<file path="config.mk">
export PLATFORM = sky130hd
export DESIGN_NAME = hazard_forward_ctrl
export DESIGN_NICKNAME = d
export VERILOG_FILES = /design/src/rtl/hazard_forward_ctrl.sv
export SDC_FILE = /design/constraint.sdc
export NUM_CORES = 1
export LEC_CHECK = 0
export CAP_MARGIN = 20
export CORE_MARGIN = 5
export CORE_UTILIZATION = 45
export DETAILED_ROUTE_END_ITERATION = 7
export GPL_TIMING_DRIVEN = 0
export HOLD_SLACK_MARGIN = 0.1
export PLACE_DENSITY = 0.73
export SYNTH_ARGS = -nofsm -noshare
export SYNTH_HDL_FRONTEND = slang
export SYNTH_SLANG_ARGS = --single-unit
</file>
<file path="constraint.sdc">
create_clock -name clock -period 2.25 [get_ports clock]
set_clock_uncertainty 0.1 [all_clocks]
set_input_delay 0.225 -clock clock [delete_from_list [all_inputs] [get_ports clock]]
set_output_delay 0.225 -clock clock [all_outputs]
set_load 0.1 [all_outputs]
</file>
<file path="src/rtl/hazard_forward_ctrl.sv">
// Load-use stall and EX-operand bypass control for a 5-stage pipeline.
// Tracks producers in EX and MEM and registers the bypass selects as an instruction enters EX.
module hazard_forward_ctrl #(
  parameter int REG_AW = 5,
  parameter int CNT_W  = 16
) (
  input  logic              clock,
  input  logic              reset,
  input  logic              id_valid,
  input  logic [REG_AW-1:0] id_rs,
  input  logic [REG_AW-1:0] id_rt,
  input  logic              id_uses_rs,
  input  logic              id_uses_rt,
  input  logic [REG_AW-1:0] id_dest,
  input  logic              id_regwrite,
  input  logic              id_is_load,
  input  logic              flush,
  output logic              stall,
  output logic              bypassAfromMEM,
  output logic              bypassAfromALUinWB,
  output logic              bypassAfromLWinWB,
  output logic              bypassBfromMEM,
  output logic              bypassBfromALUinWB,
  output logic              bypassBfromLWinWB,
  output logic [CNT_W-1:0]  stall_count
);

  typedef struct packed {
    logic              valid;
    logic [REG_AW-1:0] dest;
    logic              regwrite;
    logic              is_load;
  } slot_t;

  slot_t ex_reg, ex_next, mem_reg;
  logic  ex_prod, mem_prod, ex_src_hit, stall_int, issue;
  logic [CNT_W-1:0] stall_count_reg;

  assign ex_prod  = ex_reg.valid & ex_reg.regwrite & (ex_reg.dest != '0);
  assign mem_prod = mem_reg.valid & mem_reg.regwrite & (mem_reg.dest != '0);

  // A matching dest in EX is already nonzero, so r0 can never stall.
  assign ex_src_hit = (id_uses_rs & (id_rs == ex_reg.dest)) |
                      (id_uses_rt & (id_rt == ex_reg.dest));
  assign stall_int  = id_valid & ~flush & ex_prod & ex_reg.is_load & ex_src_hit;
  assign issue      = id_valid & ~stall_int & ~flush;
  assign stall      = stall_int;

  always_comb begin
    ex_next = '0;
    if (issue) begin
      ex_next.valid    = 1'b1;
      ex_next.dest     = id_dest;
      ex_next.regwrite = id_regwrite;
      ex_next.is_load  = id_is_load;
    end
  end

  always_ff @(posedge clock) begin
    if (reset) begin
      ex_reg  <= '0;
      mem_reg <= '0;
    end else begin
      ex_reg  <= ex_next;
      mem_reg <= ex_reg;
    end
  end

  // Operand 0 is A (rs), operand 1 is B (rt); sel bits are {lw_in_wb, alu_in_wb, from_mem}.
  genvar gi;
  generate
    for (gi = 0; gi < 2; gi++) begin : g_opnd
      logic [REG_AW-1:0] src;
      logic              uses;
      logic [2:0]        sel_next, sel_reg;

      assign src  = (gi == 0) ? id_rs : id_rt;
      assign uses = (gi == 0) ? id_uses_rs : id_uses_rt;

      always_comb begin
        sel_next = '0;
        if (issue && uses && (src != '0)) begin
          if (ex_prod && !ex_reg.is_load && (src == ex_reg.dest)) begin
            sel_next[0] = 1'b1;
          end else if (mem_prod && (src == mem_reg.dest)) begin
            if (mem_reg.is_load) sel_next[2] = 1'b1;
            else                 sel_next[1] = 1'b1;
          end
        end
      end

      always_ff @(posedge clock) begin
        if (reset) sel_reg <= '0;
        else       sel_reg <= sel_next;
      end
    end
  endgenerate

  assign bypassAfromMEM     = g_opnd[0].sel_reg[0];
  assign bypassAfromALUinWB = g_opnd[0].sel_reg[1];
  assign bypassAfromLWinWB  = g_opnd[0].sel_reg[2];
  assign bypassBfromMEM     = g_opnd[1].sel_reg[0];
  assign bypassBfromALUinWB = g_opnd[1].sel_reg[1];
  assign bypassBfromLWinWB  = g_opnd[1].sel_reg[2];

  always_ff @(posedge clock) begin
    if (reset) begin
      stall_count_reg <= '0;
    end else if (stall_int && (stall_count_reg != '1)) begin
      stall_count_reg <= stall_count_reg + {{(CNT_W-1){1'b0}}, 1'b1};
    end
  end

  assign stall_count = stall_count_reg;

endmodule

</file>
After elaboration in Yosys (flattened, before gate mapping)
Index checks and enable logic that the tools add are counted.
Widths: inputs -> output; s select.
{"block": "classes", "n_addsub": 1, "n_mul": 0, "n_div": 0, "magnitude_cmp": 0, "n_eq_ne": 5, "n_shift": 0, "mux": 5, "bitwise": 20, "reduce_logical": 20}
{"op": "$eq 5x5->1", "n": 4}
{"op": "$reduce_bool 5->1", "n": 4}
{"op": "$add 16x1->16 const B", "n": 1}
{"op": "$ne 16x16->1 const B", "n": 1}
{"op": "$and 1x1->1", "n": 12}
{"op": "$logic_and 1x1->1", "n": 10}
{"op": "$mux 8", "n": 1}
{"op": "$reduce_or 4->1", "n": 2}
{"op": "$not 1->1", "n": 7}
{"op": "$reduce_or 2->1", "n": 3}
{"op": "$mux 1", "n": 4}
{"op": "$logic_not 1->1", "n": 1}
{"op": "$or 1x1->1", "n": 1}
{"block": "totals", "regBits": 38, "latch_bits": 0, "ram_bits": 0, "rom_bits": 0, "input_bits": 23, "output_inout_bits": 23, "elab_cells": 64, "n_memories": 0}

Logic depth before layout (Yosys ltp)
{"block": "logic_depth", "word_depth": 12, "depth_mapped": 9, "mapped_depth_nobuf": 6}

Worst setup path before layout
No wires, ideal clock.
{"block": "synth_timing", "path_kind": "reg2out", "startpoint": "reg ex_reg[2] (netlist bit)", "endpoint": "out stall", "arrival_time_ns": 2.511, "required_time_ns": 1.925, "slack_ns": -0.586, "stages_incl_launch_ff": 7, "n_path_buf": 2, "path_cell_list": "dfxtp_1 xnor2_1 nand3_1 o22a_1 clkbuf_1 buf_2 nor2_1"}
{"block": "synth_between", "elab_chain_cells": 5, "elab_cells_between_ends": 10, "classes_between": "eq/ne (2); bitwise (7); reduce/logical (1)"}
{"item": "start, declared", "line_no": "35", "rtl": "slot_t ex_reg, ex_next, mem_reg;"}
{"item": "start signal, assigned", "line_no": "64", "rtl": "ex_reg <= ex_next;"}
{"item": "$reduce_bool 5->1", "line_no": "39", "rtl": "assign ex_prod = ex_reg.valid & ex_reg.regwrite & (ex_reg.dest != '0);"}
{"item": "$and 1x1->1", "line_no": "39"}
{"item": "$and 1x1->1 (2 in a row)", "line_no": "45", "rtl": "assign stall_int = id_valid & ~flush & ex_prod & ex_reg.is_load & ex_src_hit;"}
{"item": "$and 1x1->1 (*)", "line_no": "45"}
{"item": "end, declared", "line_no": "18", "rtl": "output logic stall,"}
Mark *: on every way between the ends. The rest lies on a longest branch, timed or not.

Worst setup path after layout
{"block": "layout_timing", "startpoint": "reg stall_count_reg[8] (netlist: stall_count[8])", "endpoint": "out stall_count[8]"}
{"item": "start, declared", "line_no": "37", "rtl": "logic [CNT_W-1:0] stall_count_reg;"}
{"item": "start signal, assigned", "line_no": "110", "rtl": "stall_count_reg <= stall_count_reg + {{(CNT_W-1){1'b0}}, 1'b1};"}
{"item": "end, declared", "line_no": "25", "rtl": "output logic [CNT_W-1:0] stall_count"}
No word-level cell between the ends.

==> results by group <==
Run status
  • Status: complete, no violations

Final layout
  • Nets@finish: 281
  • Reg area: around 790 sq um
  • Most frequent cells in the layout: clkdlybuf4s50_1, dfxtp_1, xnor2_1, or4_1, dfxtp_2
  • Post-route cell area: 0.00250 sq mm
  • Post-route insts no fill: around 310
  • Fillers: 361
  • Most common cell after layout, fill and taps aside: clkdlybuf4s50_1
  • Ant. Diodes: 0
  • Area of the multi-input gates: 0.00104 sq mm
  • Largest register FFs: 16
  • Layout area overhead: 36.8%
  • Layout cells sized above 1: 15.9%

Floorplanning
  • Top-level port count: 46
  • Die extent in x: 73.7 um
  • CORE AREA: between 0.003 and 0.004 sq mm
  • Initial Util: a little under half
  • Die height: 73.7 um
  • DIE AREA: 0.00543 sq mm
  • FP Rows: 23

Worst hold path
  • Hold path start: reset
  • Hold WC Path Type: in -> reg

Synthesis
  • Synth Net Count: 230
  • Synth unique cells: 37
  • Avg Synthesized Cell Area: 8.86 sq um
  • Yosys warns: 0
  • Post-synthesis cell area: 0.00183 sq mm
  • Yosys reg bits: 38
  • Post-Syn Instances: just over 200
  • Sequential area share after synthesis: 41.7%

Detailed routing
  • Residual DRC: 0
  • Vias per cell: approximately 5.7
  • Post-DR wirelength/cell: 15.0 um
  • Pre-Repair DR Iteration Count: 4
  • Routed WL: 4630 um
  • Detailed router's first-iteration violation count: 114
  • Via count: 1749
  • Post-route ant nets: 0

Clocking
  • CTS max path bufs: 2
  • TritonCTS buffer count: 5
  • Clk Latency, worst-skew pair: a little under 0.3 ns
  • Clock root cell: clkbuf_8
  • Post-CTS Hold Buffers: 0
  • CTS sink count: 38
  • Clk slew on worst S/H paths: roughly 0.08 ns
  • H-tree depth: 2
  • CTS tree: yes

Worst setup path
  • Worst Setup Path Type: reg -> out
  • Setup crit start: stall_count[8]$_SDFFE_PP0P_
  • Crit path launch type: register
  • RR Startpoint: ex_reg[5]$_SDFF_PP0_
  • Crit path DAT: between 1.5 and 2 ns
  • Sum of buffers and inverters on the critical path: 1
  • Worst setup EP type: output port
  • Slowest CP cell: clkdlybuf4s50_1
  • Max stage delay on crit path: 1.15 ns
  • Worst EP required: 1.92 ns
  • CP top delay family: buffers and inverters
  • CP max FO: 8
  • CP cell instances: clkdlybuf4s50_1

Global route
  • Total grt overflow: 0
  • Vias in the first global route: between 1500 and 2000
  • Initial antenna violation count: 0
  • GR Util met1: 25.7%
  • First-pass GRT wire length: 7510 um
  • GR peak layer: met1
  • Met3 global-route usage: under 10%
  • Largest net degree at the start of global routing: 20
  • GRT Overall Usage: 17.9%
  • Met2 usage: 24.9%

Timing
  • Hold Vio Cnt, Final: 0
  • Endpoints failing setup: 0
  • Fmax: 0.464 GHz
  • RSZ-0062 raised after global routing: no
  • Setup TNS: 0 ns
  • Max-slew headroom: 34.5%
  • Post-route minimum period: 2.16 ns
  • Crit share post-route: a little over nine tenths
  • Tightest Pin Transition: 0.980 ns
  • Pins Over Slew Limit: 0

Placement
  • GP Congestion: 0.865
  • Inst Count DP: 300
  • Cell Area, Placed: 0.00236 sq mm
  • Input/output buffers: 44
  • Dpl hpwl: roughly 3400 um

Pwr
  • Power Density: just over 500 mW/mm^2
  • Pleak: 0.801 nW
  • Peak VDD IR: 0.382 mV

Run
  • MaxCap Viol Count: 0
[cell type report]
class / count / share of cell area (%)
well taps: 50 / 2.51
multi-input cells: 156 / 41.5
flip-flops and latches: 38 / 31.7
inverters: 3 / 0.451
clock inverters: 3 / 0.852
clock buffers: 5 / 2.76
plain buffers: 8 / 1.90
repair buffers: 45 / 18.3
[synthesized netlist by cell type]
cell type	n	area share, %
nor3_1	1	0.27
a21oi_1	13	3.6
nand4_1	7	2.4
and2_1	7	2.4
o311ai_0	1	0.48
o211a_1	1	0.55
buf_1	1	0.21
o21ai_0	8	2.2
or4_1	17	7.0
o211ai_2	1	0.69
inv_1	3	0.62
o21ai_1	1	0.27
nor3b_1	1	0.41
nor2b_1	10	3.4
o22a_1	1	0.48
nand2_1	11	2.3
o211ai_1	2	0.82
and3_1	2	0.69
ha_1	1	0.69
or3_1	3	1.0
nor4_1	7	2.4
mux2_2	1	0.62
buf_4	1	0.41
or3b_2	1	0.48
o31ai_1	12	4.9
clkbuf_1	5	1.0
nand2b_1	1	0.34
buf_2	1	0.27
and4b_1	1	0.55
o31a_1	1	0.48
xnor2_1	16	7.7
nand3_1	14	3.8
nor2_1	9	1.9
buf_6	1	0.62
and4_1	1	0.48
dfxtp_1	38	42
xor2_1	4	1.9
[cells by family (layout without fill, tap and decap cells)]
logic type                 count (synthesis)  in the layout  share of synthesized area, %
AOI/OAI and AO/OA                         41             41                          14.5
xor gates and xnor gates                  20             20                          9.60
adders and majority gates                  1              1                         0.685
buffers and inverters                     12             64                          3.15
DFF                                       38             38                          41.7
muxes                                      1              1                         0.617
and+or+nand+nor                           93             93                          29.8
[metal layers]
metal  up-vias  wire length (um)
met3         4               335
met2        74              2070
met1       805              2160
li1        866                 -
met4         0                71
met5         -                 0
[power by group]
part	total, mW	internal [mW]	switching [mW]
combinational	0.108	0.0608	0.0467
sequential	0.683	0.675	0.00787
clock	0.472	0.218	0.255
[what timing repair did]
action	in CTS	in global routing
setup endpoints to repair	2	14
buffers inserted	1	0
pin swaps	1	0
gates cloned	0	0
resized for setup	14	9
[through the flow]
stage / setup slack (ns) / total power, mW / utilization (%) / hold slack, ns
3_5_place_dp: -1.18 / 0.802 / 59.4 / 0.347
6_report: 0.0934 / 1.26 / 62.9 / 0.229
3_3_place_gp: -1.16 / 0.801 / 59.4 / 0.341
2_1_floorplan: -0.119 / 0.745 / - / 0.247
5_1_grt: 0.0192 / 1.32 / 62.9 / 0.296
4_1_cts: -0.0152 / 1.28 / 62.3 / 0.229
[final timing paths]
kind	to	slack, ns	cells after the start
min	mem_reg[2]$_SDFF_PP0_	0.23	2
max reg2reg	stall_count[1]$_SDFFE_PP0P_	0.14	7
max	stall_count[8]	0.09	1
min reg2reg	g_opnd[1].sel_reg[1]$_SDFF_PP0_	0.35	1
No activity file was read; power rests on OpenSTA's default activity.
